### src/rtl/riscv_multicycle_ctrl.sv
// riscv_multicycle_ctrl
// Multi-cycle RV32I control FSM. Each instruction walks FETCH -> DECODE -> one or
// more execute/memory states -> back to FETCH, sharing one memory port for
// instructions and data. Adds a memory ready handshake, an illegal-opcode trap and
// a retired-instruction counter.
//
// Memory handshake: the FSM raises a request by entering FETCH, MEMREAD or MEMWRITE
// and holds AdrSrc (and MemWrite in MEMWRITE) stable every cycle until mem_ready is
// high; the access completes in the cycle mem_ready is sampled high, and the FSM
// leaves the state on that clock edge. With MEM_HANDSHAKE=0 mem_ready is ignored
// and each memory state lasts exactly one cycle.
module riscv_multicycle_ctrl #(
    parameter int unsigned MEM_HANDSHAKE = 1,
    parameter int unsigned TRAP_ILLEGAL  = 1,
    parameter int unsigned CNT_W         = 32
) (
    input  logic             clock,
    input  logic             reset,
    input  logic [6:0]       Opcode,
    input  logic [2:0]       func3,
    input  logic             func7b5,
    input  logic             zero,
    input  logic             mem_ready,
    output logic             PCWrite,
    output logic             AdrSrc,
    output logic             MemWrite,
    output logic             IRWrite,
    output logic [1:0]       ResultSrc,
    output logic [1:0]       ALUSrcA,
    output logic [1:0]       ALUSrcB,
    output logic [2:0]       ALUControl,
    output logic [1:0]       ImmSrc,
    output logic             RegWrite,
    output logic             halted,
    output logic [CNT_W-1:0] instret,
    output logic [3:0]       dbg_state
);

    typedef enum logic [3:0] {
        S_FETCH    = 4'd0,
        S_DECODE   = 4'd1,
        S_MEMADR   = 4'd2,
        S_MEMREAD  = 4'd3,
        S_MEMWB    = 4'd4,
        S_MEMWRITE = 4'd5,
        S_EXECR    = 4'd6,
        S_EXECI    = 4'd7,
        S_ALUWB    = 4'd8,
        S_BEQ      = 4'd9,
        S_JAL      = 4'd10,
        S_TRAP     = 4'd11
    } state_t;

    localparam logic [6:0] OP_LW  = 7'b0000011;
    localparam logic [6:0] OP_SW  = 7'b0100011;
    localparam logic [6:0] OP_R   = 7'b0110011;
    localparam logic [6:0] OP_I   = 7'b0010011;
    localparam logic [6:0] OP_BEQ = 7'b1100011;
    localparam logic [6:0] OP_JAL = 7'b1101111;

    localparam logic [2:0] ALU_ADD = 3'b000;
    localparam logic [2:0] ALU_SUB = 3'b001;
    localparam logic [2:0] ALU_AND = 3'b010;
    localparam logic [2:0] ALU_OR  = 3'b011;
    localparam logic [2:0] ALU_SLT = 3'b101;

    localparam logic HANDSHAKE_ON = (MEM_HANDSHAKE != 0);
    localparam logic TRAP_ON      = (TRAP_ILLEGAL != 0);

    state_t            state_q, state_d;
    logic [CNT_W-1:0]  instret_q, instret_d;

    logic       mem_ok;
    logic       retire;
    logic [2:0] alu_func;
    logic       pcwrite_c, irwrite_c, memwrite_c, regwrite_c;

    // Without the handshake every memory access is assumed to finish in one cycle.
    assign mem_ok = HANDSHAKE_ON ? mem_ready : 1'b1;

    // Immediate format follows the opcode in every state.
    always_comb begin
        ImmSrc = 2'b00;
        case (Opcode)
            OP_LW, OP_I: ImmSrc = 2'b00;
            OP_SW:       ImmSrc = 2'b01;
            OP_BEQ:      ImmSrc = 2'b10;
            OP_JAL:      ImmSrc = 2'b11;
            default:     ImmSrc = 2'b00;
        endcase
    end

    // ALU function from func3; subtract only for R-type with func7b5 set.
    always_comb begin
        alu_func = ALU_ADD;
        case (func3)
            3'b000:  alu_func = ((state_q == S_EXECR) && func7b5) ? ALU_SUB : ALU_ADD;
            3'b010:  alu_func = ALU_SLT;
            3'b110:  alu_func = ALU_OR;
            3'b111:  alu_func = ALU_AND;
            default: alu_func = ALU_ADD;
        endcase
    end

    // Next-state and Moore outputs; PCWrite/IRWrite also depend on mem_ready and zero.
    always_comb begin
        state_d    = state_q;
        pcwrite_c  = 1'b0;
        irwrite_c  = 1'b0;
        memwrite_c = 1'b0;
        regwrite_c = 1'b0;
        AdrSrc     = 1'b0;
        ResultSrc  = 2'b00;
        ALUSrcA    = 2'b00;
        ALUSrcB    = 2'b00;
        ALUControl = ALU_ADD;
        case (state_q)
            S_FETCH: begin
                ALUSrcB   = 2'b10;
                ResultSrc = 2'b10;
                irwrite_c = mem_ok;
                pcwrite_c = mem_ok;
                if (mem_ok) state_d = S_DECODE;
            end
            S_DECODE: begin
                ALUSrcA = 2'b01;
                ALUSrcB = 2'b01;
                case (Opcode)
                    OP_LW, OP_SW: state_d = S_MEMADR;
                    OP_R:         state_d = S_EXECR;
                    OP_I:         state_d = S_EXECI;
                    OP_BEQ:       state_d = S_BEQ;
                    OP_JAL:       state_d = S_JAL;
                    default:      state_d = TRAP_ON ? S_TRAP : S_FETCH;
                endcase
            end
            S_MEMADR: begin
                ALUSrcA = 2'b10;
                ALUSrcB = 2'b01;
                state_d = (Opcode == OP_SW) ? S_MEMWRITE : S_MEMREAD;
            end
            S_MEMREAD: begin
                AdrSrc = 1'b1;
                if (mem_ok) state_d = S_MEMWB;
            end
            S_MEMWB: begin
                ResultSrc  = 2'b01;
                regwrite_c = 1'b1;
                state_d    = S_FETCH;
            end
            S_MEMWRITE: begin
                AdrSrc     = 1'b1;
                memwrite_c = 1'b1;
                if (mem_ok) state_d = S_FETCH;
            end
            S_EXECR: begin
                ALUSrcA    = 2'b10;
                ALUSrcB    = 2'b00;
                ALUControl = alu_func;
                state_d    = S_ALUWB;
            end
            S_EXECI: begin
                ALUSrcA    = 2'b10;
                ALUSrcB    = 2'b01;
                ALUControl = alu_func;
                state_d    = S_ALUWB;
            end
            S_ALUWB: begin
                regwrite_c = 1'b1;
                state_d    = S_FETCH;
            end
            S_BEQ: begin
                ALUSrcA    = 2'b10;
                ALUSrcB    = 2'b00;
                ALUControl = ALU_SUB;
                pcwrite_c  = zero;
                state_d    = S_FETCH;
            end
            S_JAL: begin
                ALUSrcA   = 2'b01;
                ALUSrcB   = 2'b10;
                pcwrite_c = 1'b1;
                state_d   = S_ALUWB;
            end
            S_TRAP: begin
                state_d = S_TRAP;
            end
            default: begin
                state_d = S_FETCH;
            end
        endcase
    end

    // An instruction retires when its last state hands control back to FETCH.
    assign retire = (state_d == S_FETCH) &&
                    ((state_q == S_MEMWB) || (state_q == S_MEMWRITE) ||
                     (state_q == S_ALUWB) || (state_q == S_BEQ) ||
                     (state_q == S_DECODE));

    assign instret_d = retire ? (instret_q + {{(CNT_W-1){1'b0}}, 1'b1}) : instret_q;

    // State and retire counter registers, cleared asynchronously.
    always_ff @(posedge clock or negedge reset) begin
        if (!reset) begin
            state_q   <= S_FETCH;
            instret_q <= '0;
        end else begin
            state_q   <= state_d;
            instret_q <= instret_d;
        end
    end

    // Strobes are suppressed while reset is held so an aborted access never writes.
    assign PCWrite   = pcwrite_c  & reset;
    assign IRWrite   = irwrite_c  & reset;
    assign MemWrite  = memwrite_c & reset;
    assign RegWrite  = regwrite_c & reset;
    assign halted    = (state_q == S_TRAP);
    assign instret   = instret_q;
    assign dbg_state = state_q;

endmodule

### config.mk
export PLATFORM = sky130hd
export DESIGN_NAME = riscv_multicycle_ctrl
export DESIGN_NICKNAME = d
export VERILOG_FILES = /design/src/rtl/riscv_multicycle_ctrl.sv
export SDC_FILE = /design/constraint.sdc
export NUM_CORES = 1
export LEC_CHECK = 0
export ABC_CLOCK_PERIOD_IN_PS = 1950
export BUFFER_PORTS_ARGS = -buffer_cell sky130_fd_sc_hd__buf_4
export CAP_MARGIN = 20
export CORE_MARGIN = 3
export CORE_UTILIZATION = 48
export CTS_BUF_LIST = sky130_fd_sc_hd__clkbuf_4
export DETAILED_ROUTE_END_ITERATION = 7
export GPL_TIMING_DRIVEN = 0
export PLACE_DENSITY = 0.79
export SLEW_MARGIN = 15
export SYNTH_ARGS = -nofsm -noshare
export SYNTH_HDL_FRONTEND = slang
export SYNTH_SLANG_ARGS = --single-unit
### constraint.sdc
create_clock -name clock -period 1.95 [get_ports clock]
set_input_delay 0.585 -clock clock [delete_from_list [all_inputs] [get_ports clock]]
set_output_delay 0.585 -clock clock [all_outputs]
set_load 0.05 [all_outputs]
==> results of run 1 <==
[per-stage QoR]
| step | utilization [%] | std cells | TNS, ns | hold slack, ns |
|---|---|---|---|---|
| 3_3_place_gp | 77.2 | 341 | -20.01 | 0.464 |
| 4_1_cts | 92.7 | 380 | -7.23 | 0.113 |
| 3_5_place_dp | 77.2 | 341 | -20.77 | 0.464 |
| 2_1_floorplan | - | 224 | -10.37 | 0.289 |
[cell usage after synthesis, types with 2 or more instances]
master / number
sky130_fd_sc_hd__a21oi_1: 4
sky130_fd_sc_hd__and3_1: 10
sky130_fd_sc_hd__and4_1: 7
sky130_fd_sc_hd__and4b_1: 2
sky130_fd_sc_hd__buf_2: 2
sky130_fd_sc_hd__clkbuf_1: 8
sky130_fd_sc_hd__dfrtp_1: 36
sky130_fd_sc_hd__inv_1: 2
sky130_fd_sc_hd__nand2_1: 15
sky130_fd_sc_hd__nand2b_1: 2
sky130_fd_sc_hd__nand3_1: 15
sky130_fd_sc_hd__nand4_1: 11
sky130_fd_sc_hd__nor2_1: 12
sky130_fd_sc_hd__nor2b_1: 5
sky130_fd_sc_hd__nor3_1: 12
sky130_fd_sc_hd__nor3b_1: 3
sky130_fd_sc_hd__nor4_1: 6
sky130_fd_sc_hd__nor4_2: 4
sky130_fd_sc_hd__o21ai_0: 5
sky130_fd_sc_hd__or3_1: 3
sky130_fd_sc_hd__xnor2_1: 17
sky130_fd_sc_hd__xor2_1: 19
[timing repair]
item,4_1_cts
setup endpoints to repair,49
resized for setup,60
cloned,4
setup buffers,28
pin swaps,40
[kinds of logic after synthesis]
group / share of synthesized area, %
xor+xnor: 14.7
buf+inv: 3.10
simple gates: 31.7
mux: 0.995
compound gates: 6.79
flops: 42.1
fa+ha+maj: 0.585
==> reports/results.env, run 1 <==
DP_WORST_SETUP_SLACK_NS=-0.817
IO_PINS=68
CTS_HTREE_LEVELS=2
DIE_WIDTH_UM=72.7
FLOORPLAN.ROWS=23
ANTENNA_FOUND_INITIAL=0
PORTBUFFERS=67
CLOCK_SINK_COUNT=36
CTS_MAX_PATH_BUFFERS=2
SYNTH_CELLS=224
CTSROOTBUFFERMASTER='sky130_fd_sc_hd__clkbuf_4'
SYNTHESIZED_NET_COUNT=240
SYNTH_LARGEST_TYPE_AREA_FRACTION_PCT=42.1
SYN_AVG_CELL_AREA_UM2=9.55
STOP_ERROR='[ERROR DPL-0033] detailed placement checks failed during check placement.'
DIE_HEIGHT_UM=72.7
NETLIST-CELL-TYPE-COUNT=46
ROUTABILITYCONGESTION=0.818
SYNTH_TOP_FLOP_CELL='sky130_fd_sc_hd__dfrtp_1'
POSTCTSHOLDBUFS=0
GLOBALROUTE.REPAIR_TIMING.WORST_ENDPOINT='PCWrite'
SYNTH-EDFF-COUNT=0
SYNTH.YOSYS.SEQ_AREA_SHARE_PCT=42.1
WORST-EP-KIND='primary output'
ASYNC_FLOP_SHARE_PCT=100
YS_WARN_COUNT=0
HPWL_UM=4370
LARGEST_NET_DEGREE_AT_THE_START_OF_GLOBAL_ROUTING=41
INSERTED_CLOCK_BUFFERS=5
SYNTH_TOP_CELLS_BY_AREA='sky130_fd_sc_hd__dfrtp_1, sky130_fd_sc_hd__xor2_1, sky130_fd_sc_hd__xnor2_1'
FLOORPLAN.INITIALDENSITY_PCT=51.6
PLACEMENT.CELL_AREA_UM2=3200
OUTCOME='did not finish'
OUTCOME.STOP_STAGE='global routing (5_1_grt)'
AREA_LEADER_NETLIST='sky130_fd_sc_hd__dfrtp_1'
POSTSYNTHREGISTERBITS=36
SYN_AREA_UM2=2140
==> inputs of run 2 (changes only) <==
==> config.mk (replaced) <==
export PLATFORM = sky130hd
export DESIGN_NAME = riscv_multicycle_ctrl
export DESIGN_NICKNAME = d
export VERILOG_FILES = /design/src/rtl/riscv_multicycle_ctrl.sv
export SDC_FILE = /design/constraint.sdc
export NUM_CORES = 1
export LEC_CHECK = 0
export ABC_CLOCK_PERIOD_IN_PS = 2500
export BUFFER_PORTS_ARGS = -buffer_cell sky130_fd_sc_hd__buf_4
export CAP_MARGIN = 20
export CORE_MARGIN = 3
export CORE_UTILIZATION = 40
export DETAILED_ROUTE_END_ITERATION = 7
export GPL_TIMING_DRIVEN = 0
export PLACE_DENSITY_LB_ADDON = 0.15
export SLEW_MARGIN = 15
export SYNTH_ARGS = -nofsm -noshare
export SYNTH_HDL_FRONTEND = slang
export SYNTH_SLANG_ARGS = --single-unit
==> constraint.sdc (replaced) <==
create_clock -name clock -period 2.5 [get_ports clock]
set_input_delay 0.75 -clock clock [delete_from_list [all_inputs] [get_ports clock]]
set_output_delay 0.75 -clock clock [all_outputs]
set_load 0.05 [all_outputs]
==> run 2 against run 1 <==
Net effect:
- the flow now finishes, with violations (negative setup slack)
- synthesized area did not move
- synthesized cell count did not move
==> reports/results.env, run 2 <==
OUTCOME='finished with violations'
VIOLATIONS='negative setup slack'
CRIT-REG2REG-CAPTURE='instret[26]'
SETUP-TNS-FINAL_NS=-0.0163
MOST-COMMON-LAYOUT-CELLS='sky130_fd_sc_hd__buf_4, sky130_fd_sc_hd__dfrtp_1, sky130_fd_sc_hd__xor2_1'
MAX_CAP_VIOL_COUNT=0
SLEW_HEADROOM_PCT=56.5
SYNTH.YOSYS.SEQ_AREA_SHARE_PCT=42.1  # unchanged
SETUP.WORST_PATH.END_CLASS='flip-flop'
FLOORPLAN.INITIALDENSITY_PCT=43.3  # -8.3 points
REGISTER_AREA_UM2=906
WORST-R2R-SETUP-SLACK_NS=0.06
DRT_WL_TOTAL_UM=5650
GRT_FIRST_PASS_WIRELENGTH_UM=9290
SYN_AREA_UM2=2140  # unchanged
LARGEST_NET_DEGREE_AT_THE_START_OF_GLOBAL_ROUTING=41
CORE_UM2=4940
POWER_PER_CELL_AREA_nW_PER_UM2=993
P_TOTAL_mW=3.14
SYNTH_TOP_FLOP_CELL='sky130_fd_sc_hd__dfrtp_1'
VDD_IR_DROP_MAX_mV=0.937
DIE_AREA_UM2=6260
FINALHOLDWORSTSLACK_NS=0.415
ROUTABILITYCONGESTION=0.853  # +4.4%
CRITICAL_PATH_CELL_WITH_THE_HIGHEST_STAGE_DELAY='sky130_fd_sc_hd__o41a_1'
CTS_MAX_PATH_BUFFERS=2  # unchanged
PLACEMENT.CELL_AREA_UM2=2880  # -9.9%
FINAL_ROUTED_WIRE_LENGTH_DIVIDED_BY_CELL_COUNT_UM=15.3
FINALCRITPERIODSHARE_PCT=101
SYNTHTOLAYOUTAREAGROWTH_PCT=48.0
POSTROUTEANTENNANETS=0
TOTAL_NUMBER_OF_NETS_IN_THE_FINAL_DESIGN=318
MET3_LENGTH_UM=315
CP.BUFFERS_INVERTERS=2
FIRST_GLOBAL_VIAS=1814
CLOCK_SINK_COUNT=36  # unchanged
WORSTSETUPPATHTYPE='in2reg'
DIE_HEIGHT_UM=79.1  # +8.8%
POST-ROUTE-WORST-SETUP-SLACK_NS=-0.0163
ANTENNA_CELLS_INSERTED=0
YS_WARN_COUNT=0  # unchanged
FLOORPLAN.ROWS=25  # +8.7%
FINAL_COMMON_CELL='sky130_fd_sc_hd__buf_4'
ANTENNA_FOUND_INITIAL=0
FINAL_PERIOD_MINUS_WORST_SETUP_SLACK_NS=2.52
SYNTH.CELLS.MOST_FREQUENT='sky130_fd_sc_hd__dfrtp_1, sky130_fd_sc_hd__xor2_1, sky130_fd_sc_hd__xnor2_1'
ASYNC_FLOP_SHARE_PCT=100  # unchanged
GRT_OVERFLOW_TOTAL=0
FILL_CELLS=417
CLKLATENCYLATEPIN_NS=0.30
CRITICAL_PATH.MAX_FANOUT=7
GLOBAL_ROUTE.USAGE.TOTAL_PCT=18.9
ARRIVAL_NS=2.74
DOMINANT_CELL_BY_COUNT_IN_THE_SYNTHESIZED_NETLIST='sky130_fd_sc_hd__dfrtp_1'
CTS_HTREE_LEVELS=2  # unchanged
WORST_PIN_SLEW_NS=0.646
PORTBUFFERS=67  # unchanged
WORST-ENDPOINT-REQUIRED_NS=2.72
FF2FF_PATH_DEPTH=7
SYNTH_TOP_CELLS_BY_AREA='sky130_fd_sc_hd__dfrtp_1, sky130_fd_sc_hd__xor2_1, sky130_fd_sc_hd__xnor2_1'
GRT_SETUP_UNREPAIRED='true'
INSERTED_CLOCK_BUFFERS=5  # unchanged
POSTSYNTHREGISTERBITS=36  # unchanged
ROUTED-VIA-COUNT=2008
NETLIST-CELL-TYPE-COUNT=46  # unchanged
SYNTH_CELLS=224  # unchanged
DR_WL_MET2_UM=2470
CTSROOTBUFFERMASTER='sky130_fd_sc_hd__clkbuf_8'
RR_STARTPOINT='dbg_state[1]'
LEAKAGE_nW=1.51
CP-START-KIND='input port'
CLK_TRANSITION_REPORTED_PATHS_NS=0.07
SYNTH_LARGEST_TYPE_AREA_FRACTION_PCT=42.1  # unchanged
SYN_AVG_CELL_AREA_UM2=9.55  # unchanged
TIMING.CRITICAL_PATH.CELLS='buf_8, or3_4, o41a_1, or3_1, buf_6, nor4_1, xor2_1'
DP_WORST_SETUP_SLACK_NS=-0.446  # +0.371 ns
DRT_ITER0_MARKERS=147
HOLDCRITPATHCLASS='in2async'
TRITONCTS_CLOCK_TREE='yes'
IO_PINS=68  # unchanged
SYNTHESIZED_NET_COUNT=240  # unchanged
SYNTH-EDFF-COUNT=0  # unchanged
FINCLKSKEW_NS=0.00575
FINALMAXSLEWVIOLATIONS=0
SLOWEST_DELAY_NS=0.40
SETUP-VIOLATIONS-FINAL=1
ROUTEDLENGTHMET1_UM=2790
DRT_PRE_ANTENNA_ITERS=4
FINAL_CELL_AREA_UM2=3170
POSTCTSHOLDBUFS=0  # unchanged
MULTIINPUTGATEAREA_UM2=1400
HOLD_VIOLATIONS=0
POST_DRT_VIA_CELL_RATIO=5.43
TIMING.CRITICAL_PATH.MAX_DELAY_FAMILY='simple AND/OR/NAND/NOR gates'
HPWL_UM=4040  # -7.6%
DRIVE_ABOVE_1_SHARE_PCT=40.6
TOPROUTINGLAYERUSED='met4'
AREA_LEADER_NETLIST='sky130_fd_sc_hd__dfrtp_1'
DRCVIOLATIONCOUNT=0
DIE_WIDTH_UM=79.1  # +8.8%
LARGEST_REG_FLOPS=32
FMAXACHIEVABLE_MHz=397
-- run 2: cell counts after synthesis --
No cell type changed its count.
-- run 2: layout make-up --
cell class	count	area share, %
buffer	9	2.69
clock buffer	8	2.85
inverter	3	0.356
multi-input combinational	173	44.3
sequential	36	28.6
tap	67	2.65
timing repair buffer	74	18.5
-- run 2: where the power goes --
part           leakage (nW)  internal [mW]  switching [mW]
Combinational         0.975          0.624            1.28
Sequential            0.485          0.660           0.142
Clock                0.0455          0.225           0.207
-- run 2: worst max-delay path by stage --
stage	depth (start not counted)	slack, ns	endpoint	startpoint
global route	7	-0.08	instret[26]	Opcode[6]
detailed placement	7	-0.45	instret[23]	Opcode[2]
global placement	7	-0.45	instret[25]	Opcode[2]
finish	7	-0.02	instret[26]	Opcode[6]
floorplan	7	-0.01	instret[16]	Opcode[2]
CTS	7	0.02	instret[24]	Opcode[2]
-- run 2: logic make-up (layout without fill, tap and decap cells) --
kind of cell / Yosys count / after routing / synth area share, %
compound gates: 21 / 21 / 6.79
buf+inv: 15 / 94 / 3.10
xor+xnor: 36 / 36 / 14.7
simple gates: 113 / 113 / 31.7
flops: 36 / 36 / 42.1
fa+ha+maj: 1 / 1 / 0.585
mux: 2 / 2 / 0.995
-- run 2: worst register-to-register path: stages, from the launching register on --
cell,delay [ns]
sky130_fd_sc_hd__dfrtp_2,0.48
sky130_fd_sc_hd__buf_4,0.18
sky130_fd_sc_hd__xor2_1,0.15
sky130_fd_sc_hd__a311o_1,0.23
sky130_fd_sc_hd__nand2_1,0.31
sky130_fd_sc_hd__clkbuf_2,0.38
sky130_fd_sc_hd__nor4_1,0.46
sky130_fd_sc_hd__xor2_1,0.18
-- run 2: routing by layer --
layer  vias up  track usage, %
met2        52            26.5
li1        979               -
met1       970            29.1
met3         7            4.76
met5         -               0
met4         0            4.12
-- run 2: metrics by stage --
stage / util, % / std cells
floorplan: - / 224
global placement: 58.4 / 358
detailed placement: 58.4 / 358
CTS: 60.8 / 364
global route: 64.1 / 370
finish: 64.1 / 370
-- run 2: timing repair --
item | 4_1_cts | 5_1_grt
gates resized for setup | 7 | 20
endpoints found under the setup margin | 16 | 14
pin swaps | 1 | 8
buffers inserted | 1 | 4
gates cloned | 0 | 1
No activity file was read; power rests on OpenSTA's default activity.
